--- src/rtl/alu_byte_sequencer.sv ---
// Byte-serial sequencer: runs an NBYTES-wide operation through one shared 8-bit ALU,
// least-significant byte first, chaining the carry between bytes in a register.
module alu_byte_sequencer #(
  parameter int NBYTES = 4,
  parameter int CW     = (NBYTES > 1) ? $clog2(NBYTES) : 1
) (
  input  logic                  clk,
  input  logic                  rst,
  input  logic                  cmd_valid,
  output logic                  cmd_ready,
  input  logic [8*NBYTES-1:0]   cmd_a,
  input  logic [8*NBYTES-1:0]   cmd_b,
  input  logic [1:0]            cmd_sel,
  input  logic                  cmd_cin,
  output logic                  rsp_valid,
  input  logic                  rsp_ready,
  output logic [8*NBYTES-1:0]   rsp_result,
  output logic                  rsp_cout,
  output logic                  busy,
  output logic [7:0]            alu_a,
  output logic [7:0]            alu_b,
  output logic [1:0]            alu_sel,
  output logic                  alu_cin,
  input  logic [7:0]            alu_result,
  input  logic                  alu_cout
);

  localparam logic [CW-1:0] LAST_IDX = CW'(NBYTES - 1);

  typedef enum logic [1:0] {
    IDLE = 2'd0,
    RUN  = 2'd1,
    DONE = 2'd2
  } state_t;

  state_t                     state_r;
  state_t                     state_s;
  logic [CW-1:0]              idx_r;
  logic [NBYTES-1:0][7:0]     a_r;
  logic [NBYTES-1:0][7:0]     b_r;
  logic [NBYTES-1:0][7:0]     result_r;
  logic [1:0]                 sel_r;
  logic                       cin_r;
  logic                       carry_r;

  // Next-state selection; cmd_valid outside IDLE and rsp_ready outside DONE are ignored.
  always_comb begin
    state_s = state_r;
    case (state_r)
      IDLE: begin
        if (cmd_valid) state_s = RUN;
        else           state_s = IDLE;
      end
      RUN: begin
        if (idx_r == LAST_IDX) state_s = DONE;
        else                   state_s = RUN;
      end
      DONE: begin
        if (rsp_ready) state_s = IDLE;
        else           state_s = DONE;
      end
      default: state_s = IDLE;
    endcase
  end

  // Output decode; the ALU is only driven while a byte is being processed.
  always_comb begin
    cmd_ready  = 1'b0;
    busy       = 1'b0;
    rsp_valid  = 1'b0;
    rsp_result = {(8*NBYTES){1'b0}};
    rsp_cout   = 1'b0;
    alu_a      = 8'd0;
    alu_b      = 8'd0;
    alu_sel    = 2'd0;
    alu_cin    = 1'b0;
    case (state_r)
      IDLE: cmd_ready = 1'b1;
      RUN: begin
        busy    = 1'b1;
        alu_a   = a_r[idx_r];
        alu_b   = b_r[idx_r];
        alu_sel = sel_r;
        alu_cin = (idx_r == {CW{1'b0}}) ? cin_r : carry_r;
      end
      DONE: begin
        busy       = 1'b1;
        rsp_valid  = 1'b1;
        rsp_result = result_r;
        rsp_cout   = carry_r;
      end
      default: cmd_ready = 1'b0;
    endcase
  end

  // State, operand latch and per-byte result/carry capture.
  always_ff @(posedge clk or posedge rst) begin
    if (rst) begin
      state_r  <= IDLE;
      idx_r    <= {CW{1'b0}};
      a_r      <= {(8*NBYTES){1'b0}};
      b_r      <= {(8*NBYTES){1'b0}};
      result_r <= {(8*NBYTES){1'b0}};
      sel_r    <= 2'd0;
      cin_r    <= 1'b0;
      carry_r  <= 1'b0;
    end else begin
      state_r <= state_s;
      case (state_r)
        IDLE: begin
          if (cmd_valid) begin
            a_r      <= cmd_a;
            b_r      <= cmd_b;
            sel_r    <= cmd_sel;
            cin_r    <= cmd_cin;
            result_r <= {(8*NBYTES){1'b0}};
            idx_r    <= {CW{1'b0}};
          end
        end
        RUN: begin
          result_r[idx_r] <= alu_result;
          carry_r         <= alu_cout;
          if (idx_r != LAST_IDX) idx_r <= idx_r + CW'(1);
        end
        DONE: begin
          idx_r <= idx_r;
        end
        default: idx_r <= {CW{1'b0}};
      endcase
    end
  end

endmodule
--- config.mk ---
export PLATFORM = sky130hd
export DESIGN_NAME = alu_byte_sequencer
export DESIGN_NICKNAME = d
export VERILOG_FILES = /design/src/rtl/alu_byte_sequencer.sv
export SDC_FILE = /design/constraint.sdc
export NUM_CORES = 1
export LEC_CHECK = 0
export CAP_MARGIN = 20
export CELL_PAD_IN_SITES_DETAIL_PLACEMENT = 0
export CELL_PAD_IN_SITES_GLOBAL_PLACEMENT = 2
export CORE_MARGIN = 5
export CORE_UTILIZATION = 32
export DETAILED_ROUTE_END_ITERATION = 10
export GPL_TIMING_DRIVEN = 0
export HOLD_SLACK_MARGIN = 0.03
export PLACE_DENSITY = 0.89
export SLEW_MARGIN = 10
export SYNTH_ARGS = -nofsm -noshare
export SYNTH_HDL_FRONTEND = slang
export SYNTH_SLANG_ARGS = --single-unit
--- constraint.sdc ---
create_clock -name clk -period 3.7 [get_ports clk]
set_input_delay 0.74 -clock clk [delete_from_list [all_inputs] [get_ports clk]]
set_output_delay 0.74 -clock clk [all_outputs]
set_load 0.02 [all_outputs]
# Word level (Yosys, flattened, before mapping)
# Cells that the tools add are included.
# classes
bitwise_logic	1
n_reduce_logical	8
order_cmp	2
eq_ne	6
multipliers	0
n_mux	26
add_sub_neg	1
div_mod_pow	0
n_shift	0
# ops
cell	n
32-bit 2-to-1 mux	2
32-bit case mux with 2 select lines	1
8-bit 2-to-1 mux	5
8-bit binary-select mux with 2-bit select	2
32-bit bitwise mux	1
8-bit demux with 2-bit select	1
2-bit case mux with 3 select lines	2
2-bit 2-to-1 mux	5
1-bit 2-to-1 mux	7
2-bit != test, second input constant	3
2-bit == test, second input constant	2
2-bit zero test	2
2-bit AND reduction	2
2-bit by 3-bit < comparator with 1-bit output, second input constant	1
3-bit AND reduction	1
2-bit by 1-bit adder with 2-bit output, second input constant	1
2-bit by 1-bit == test with 1-bit output, second input constant	1
2-bit by 1-bit greater-or-equal comparator with 1-bit output, second input constant	1
2-bit nonzero test	1
2-bit OR reduction	1
1-bit logical AND	1
1-bit inverter	1
# totals
input_bits	80
output_inout_bits	55
elab_cells	61
memories	0
ram_bits	0
romBits	0
latch_bits	0
reg_bits	104

# Logic depth before layout (Yosys ltp)
# Gate-level depths: netlist (run 1).
# depth
word_depth	6
depth_mapped	8
ltp_nobuf	5

# Worst setup path after synthesis (run 1)
# Ideal clock, no wire load.
# synth_timing
path_type	register -> output
startpoint	register idx_r[1]
endpoint	output port alu_cin
path_slack_ns	1.449
arrival_ns	1.511
t_required_ns	2.960
path_stages_with_launch	7
n_path_buf	2
cell_sequence	dfrtp_1 -> buf_2 -> buf_2 -> inv_1 -> ha_1 -> mux2i_1 -> nor2b_1
# synth_via
elab_chain_cells	3
# synth_rtl
item	line_no	rtl
start: declaration	38	logic [CW-1:0] idx_r;
start signal: assignment	100	idx_r <= {CW{1'b0}};
start signal: assignment	117	idx_r <= {CW{1'b0}};
start signal: assignment	123	if (idx_r != LAST_IDX) idx_r <= idx_r + CW'(1);
2-bit zero test	84	alu_cin = (idx_r == {CW{1'b0}}) ? cin_r : carry_r;
1-bit 2-to-1 mux	84	
1-bit 2-to-1 mux	77	case (state_r)
end: declaration	23	output logic alu_cin,
# No other way between the ends.

# Worst setup path after layout (run 1)
# Ends and elaborated chain as after synthesis.

==> results.md, run 1 <==
* Hold_buf cts at 0
* Clock slew at reported path FFs at 0.07 ns
* Global route overflow at 0
* Share of cells above drive strength 1 at 0.252
* DRC at 0
* Post-cts resize count at 0
* CTS root buf: clkbuf_16
* Worst Skew at 0.00586 ns
* Met2 usage at 0.245
* Fin. Hold Viols at 0
* Cell count after synthesis at 397
* Post-synth design cell area at 5150 um^2
* Critical path arrival at 2.66 ns
* Worst Setup End Kind: output port
* Slowest cell on crit path: clkdlybuf4s50_1
* Routed wire length at 13.5 mm
* Max-Cap Viols at 0
* Most frequent cells after synthesis: 104 x dfrtp_1, 84 x mux2_2, 51 x and2_1, 17 x and3_1, 16 x mux4_2
* Worst-Margin Slew at 0.494 ns
* Async set or reset register ratio after synthesis at 1.00
* Worst skew pair latency at 0.35 ns
* Final Setup Violations at 0
* Iter 0 DRT Violations at 184
* DR pass1 iterations at 4
* GPL Wtd Cong at 0.770
* Post-Synthesis Net Count at 488
* Final nets at 634
* Status: completed
* Most used DFF post-synth: dfrtp_1
* CP cell instances: buf_2 -> buf_2 -> inv_1 -> ha_1 -> mux2i_1 -> nor2b_1 -> clkdlybuf4s50_1
* Layout area overhead at 38.3%
* Vias per cell at 4.73
* # port buffers at 134
* GR peak layer: met2
* Clock buffer depth at 2
* F_max at 295 MHz
* Row count at 46
* HP Class: flip-flop to flip-flop
* Top Ports at 135
* Core ar. at 15800 um^2
* Final Cycle Share at 0.918
* Met3 Usage GRT at 0.0401
* Die width at 137 um
* DP Area at 6790 um^2
* WL/cell at 17.6 um
* Initial core utilization at 0.325
* Die Height at 137 um
* Maximum vdd drop at 0.453 mV
* Total track usage at 0.149
* Pwr/cell area at 801 nW/um^2
* Sequential share of the synthesized area at 0.505
* Leak pwr at 0.00299 uW
* Setup slack at placement at 0.579 ns
* Worst Setup Start Kind: flip-flop
* Max-slew violations at 0
* Mapped Avg Cell Area at 13.0 um^2
* Htree depth at 3
* Top cell by count, worst path: buf_2
* Synth warn at 0
* Most frequent cell after synthesis: dfrtp_1
* First-pass GRT wire length at 21.4 mm
* Setup bufs post-CTS at 0
* Setup TNS at 0 ns
* Required @ worst endpoint at 2.96 ns
* RSZ-0062 raised after global routing: false
* Vias in the first global route at 3976
* Synth area leaders: dfrtp_1 51%, mux2_2 18%, mux4_2 7.0%
* Max stage delay on crit path at 0.62 ns
* Pin count of the biggest net entering global routing at 66
* Synth unique cells at 30
* Fillers at 1458
* Tmin final at 3.40 ns
* Crit-path leading delay family: buffers and inverters
* Worst setup margin at 0.304 ns
* Hpwl dp at 9.96 mm
* Hold WS at 0.496 ns
* Buf/Inv on CP at 4
* Relative slew slack at 0.662
* Post-synth EDFFs at 0
* Post-route cell area at 7120 um^2
* Critical Path Fanout Max at 10
* Final ANT Viol Nets at 0
* Number of buffers created by CTS at 9
* DR vias at 3615
* Worst Setup Path Type: flip-flop to output port
* Met1 usage in global routing at 0.191
* Initial antenna violation count at 0
* Area fraction of the dominant cell type after synthesis at 0.505
* Area leader, netlist: dfrtp_1
* Yosys reg bits at 104
* Diodes inserted at 0
* Die area at 18700 um^2
* CTS tree: done
* Clk sink count at 104
==> registers in the layout, indices dropped and copies added, names as in the netlist <==
signal,cells
b_r,32
state_r,2
idx_r,2
a_r,32
result_r,32
cin_r,1
carry_r,1
sel_r,2
==> placed cells by master (no fill, tap or decap), drive strengths merged, types with 2 or more instances in the layout <==
| master | Yosys | routed |
|---|---|---|
| clkdlybuf4s50 | 0 | 134 |
| dfrtp | 104 | 104 |
| mux2 | 84 | 84 |
| and2 | 51 | 51 |
| buf | 19 | 20 |
| clkbuf | 10 | 20 |
| and3 | 17 | 17 |
| mux4 | 16 | 16 |
| nand3 | 15 | 15 |
| a21oi | 12 | 12 |
| ha | 11 | 11 |
| inv | 8 | 10 |
| nand2b | 9 | 9 |
| o21ai | 9 | 9 |
| a221o | 8 | 8 |
| o31ai | 8 | 8 |
| nor2b | 4 | 4 |
| mux2i | 3 | 3 |
| nand2 | 2 | 2 |
| bufinv | 0 | 2 |
==> stage by stage <==
stage,utilization,instances,total power (uW)
3_3_place_gp,0.427,747,4620
2_1_floorplan,-,397,3760
3_5_place_dp,0.429,748,4720
4_1_cts,0.450,764,5790
5_1_grt,0.450,764,6080
6_report,0.450,764,5700
==> worst register-to-register path, cell delays in order, from the launching register on <==
cell	delay [ns]
dfrtp_1	0.38
buf_2	0.33
buf_2	0.35
inv_1	0.13
ha_1	0.25
mux2i_1	0.43
buf_2	0.30
o21ai_0	0.10
o31ai_1	0.08
==> routing by layer <==
layer,wire (um),share of wire
met5,0,0
met1,5940,0.44
met2,6350,0.47
met4,217,0.016
met3,950,0.071
==> where the power goes <==
part	internal (uW)	switching (uW)	total (uW)
clock network	615	428	1040
registers	1680	276	1950
logic	1460	1250	2710
==> layout make-up <==
class	instances	area, um^2	share of cell area
Sequential cell	104	2600	0.365
Multi-Input combinational cell	256	2360	0.332
Timing Repair Buffer	135	1370	0.192
Tap cell	216	270	0.0379
Clock buffer	10	239	0.0335
Buffer	29	153	0.0214
Clock inverter	6	90.1	0.0126
Inverter	8	35.0	0.00492
==> kinds of logic (layout without fill, tap and decap cells) <==
family                     count (synthesis)  after routing  synth area share
and+or+nand+nor                          101            101             0.118
adders and majority gates                 11             11            0.0267
DFF                                      104            104             0.505
AOI/OAI and AO/OA                         41             41            0.0554
buffers and inverters                     37            188            0.0355
muxes                                    103            103             0.259
==> final timing paths <==
path,from,endpoint,slack [ns],cells after the start
min in group asynchronous,rst,result_r[4],0.76,2
max,idx_r[1],alu_cin,0.30,7
max reg2reg,idx_r[1],result_r[0],1.26,8
min,result_r[22],result_r[22],0.50,1
min reg2reg,result_r[22],result_r[22],0.50,1
max in group asynchronous,rst,a_r[15],2.30,3
(Power assumes the default switching activity.)
==> run 2: changes to the inputs <==
--- a/config.mk
+++ b/config.mk
@@ -8,12 +8,11 @@
 export CAP_MARGIN = 20
 export CELL_PAD_IN_SITES_DETAIL_PLACEMENT = 0
 export CELL_PAD_IN_SITES_GLOBAL_PLACEMENT = 2
-export CORE_MARGIN = 5
-export CORE_UTILIZATION = 32
+export CORE_UTILIZATION = 29
 export DETAILED_ROUTE_END_ITERATION = 10
 export GPL_TIMING_DRIVEN = 0
 export HOLD_SLACK_MARGIN = 0.03
-export PLACE_DENSITY = 0.89
+export PLACE_DENSITY = 0.85
 export SLEW_MARGIN = 10
 export SYNTH_ARGS = -nofsm -noshare
 export SYNTH_HDL_FRONTEND = slang
==> constraint.sdc (replaced) <==
create_clock -name clk -period 3 [get_ports clk]
set_input_delay 0.6 -clock clk [delete_from_list [all_inputs] [get_ports clk]]
set_output_delay 0.6 -clock clk [all_outputs]
set_load 0.02 [all_outputs]
==> results.md, run 2 (same netlist as run 1, synthesis figures left out) <==
* Status: completed
* Post-route total power at 6940 uW (+22%)
* Htree depth at 3 (unchanged)
* Clk sink count at 104 (unchanged)
* Worst setup margin at 0.167 ns (-0.138 ns)
* Post-cts resize count at 13 (+13)
* Final Cycle Share at 0.944
* Crit path capture: alu_b[6]
* Worst skew pair latency at 0.35 ns (about the same)
* DR vias at 3649 (+0.94%)
* Vias in the first global route at 3889 (-2.2%)
* Leak pwr at 0.00302 uW (+0.83%)
* R2R Path End: result_r[23]
* Pwr/cell area at 969 nW/um^2 (+21%)
* GPL Wtd Cong at 0.780 (+1.3%)
* Tmin final at 2.83 ns
* Top Ports at 135 (unchanged)
* Hold_sp: result_r[21]
* Share of cells above drive strength 1 at 0.260 (+0.00818)
* Largest regs: a_r: 32 flops, b_r: 32 flops, result_r: 32 flops
* Final Setup Violations at 0 (unchanged)
* Die Height at 135 um (-1.2%)
* Number of buffers created by CTS at 9 (unchanged)
* Initial antenna violation count at 0 (unchanged)
* Final nets at 636 (+0.32%)
* Fillers at 1649 (+13%)
* Worst Setup End Kind: output port
* Setup slack at placement at -0.00886 ns (-0.588 ns)
* Cell count of the worst hold path at 1 (unchanged)
* Global route overflow at 0 (unchanged)
* Critical Path Fanout Max at 10 (unchanged)
* Post-route cell area at 7160 um^2 (+0.54%)
* Final Util at 0.414 (-0.0360)
* Pin count of the biggest net entering global routing at 35 (-47%)
* RSZ-0062 raised after global routing: false
* Die width at 135 um (-1.2%)
* Critical R2R Launch: idx_r[0]
* WP depth at 5 (-2)
* Most common cell after layout, fill and taps aside: clkdlybuf4s50_1
* Required @ worst endpoint at 2.40 ns (-0.56 ns)
* Reg2Reg Depth at 7 (-1)
* CP cell instances: buf_4 -> buf_6 -> mux4_2 -> and2_1 -> clkdlybuf4s50_1
* Iter 0 DRT Violations at 109 (-41%)
* Clock buffer depth at 2 (unchanged)
* F_max at 353 MHz
* Initial core utilization at 0.298 (-0.0276)
* Worst Setup Path Type: flip-flop to output port
* Setup bufs post-CTS at 0 (unchanged)
* WL/cell at 17.2 um (-2.3%)
* Worst Setup Start Kind: flip-flop
* Row count at 48 (+4.3%)
* Fin. Hold Viols at 0 (unchanged)
* Slowest cell on crit path: clkdlybuf4s50_1
* Buf/Inv on CP at 3 (-1)
* Crit-path leading delay family: buffers and inverters
* Hold WS at 0.498 ns (+0.00151 ns)
* Hpwl dp at 9.99 mm (+0.30%)
* R2R setup slack at 0.75 ns (-0.51 ns)
* HP Class: flip-flop to flip-flop
* Worst Skew at 0.00849 ns (+0.00262 ns)
* Core ar. at 17300 um^2 (+9.3%)
* Relative slew slack at 0.630 (-0.0313)
* Max stage delay on crit path at 0.53 ns (-0.09 ns)
* Diodes inserted at 0 (unchanged)
* DRC at 0 (unchanged)
* Max-Cap Viols at 0 (unchanged)
* Max-slew violations at 0 (unchanged)
* Clock slew at reported path FFs at 0.07 ns (about the same)
* Critical path arrival at 2.23 ns (-0.43 ns)
* Critical Path Source: idx_r[1]
* Final ANT Viol Nets at 0 (unchanged)
* Commonest non-fill, non-tap cells in the layout: 129 x clkdlybuf4s50_1, 104 x dfrtp_1, 84 x mux2_2, 51 x and2_1, 17 x and3_1
* Worst-Margin Slew at 0.539 ns (+0.0457 ns)
* Die area at 18300 um^2 (-2.3%)
* Hold_buf cts at 0 (unchanged)
* Total track usage at 0.155 (+0.00616)
* First-pass GRT wire length at 21.3 mm (-0.45%)
* Routed wire length at 13.3 mm (-0.94%)
* # port buffers at 134 (unchanged)
* Vias per cell at 4.71 (-0.49%)
* Layout area overhead at 39.1%
* DP Area at 6840 um^2 (+0.63%)
* CTS tree: done
* Maximum vdd drop at 0.539 mV (+19%)
* DR pass1 iterations at 5 (+1)
* CTS root buf: clkbuf_16
==> run 2: cell count changes in the layout (fill, tap and decap cells not counted), moves of 3 or more <==
cell / before / now
clkbuf_2: 1 / 4
buf_12: 0 / 3
inv_6: 3 / 0
clkdlybuf4s50_1: 134 / 129
dlygate4sd2_1: 0 / 5
==> run 2: metrics by stage <==
stage	cells	TNS [ns]
after floorplan	397	0
after global placement	756	0
after detailed placement	759	-0.00886
after CTS	775	0
after global routing	775	0
final	775	0
==> run 2: power breakdown <==
group | total, uW | switching (uW) | internal (uW)
logic | 3340 | 1550 | 1790
clock network | 1190 | 512 | 674
registers | 2410 | 341 | 2070
total | 6940 | 2400 | 4540
==> run 2: final cells by class <==
type	instances	area, um^2	area share
sequential	104	2600	0.363
multi-input combinational	256	2380	0.332
timing repair buffer	137	1400	0.195
tap	225	282	0.0393
clock buffer	14	254	0.0355
buffer	29	176	0.0246
clock inverter	2	38.8	0.00542
inverter	8	33.8	0.00472
==> run 2: worst min path at each step <==
stage,endpoint
floorplan,result_r[0]
global placement,sel_r[0]
detailed placement,sel_r[0]
CTS,sel_r[0]
global route,b_r[22]
finish,result_r[21]
==> run 2: per-layer routing <==
layer	global-route usage	vias to the layer above	wire length, um
li1	-	1715	-
met4	0.0599	0	223
met5	0	-	0
met3	0.0404	17	863
met2	0.255	115	6470
met1	0.195	1802	5780
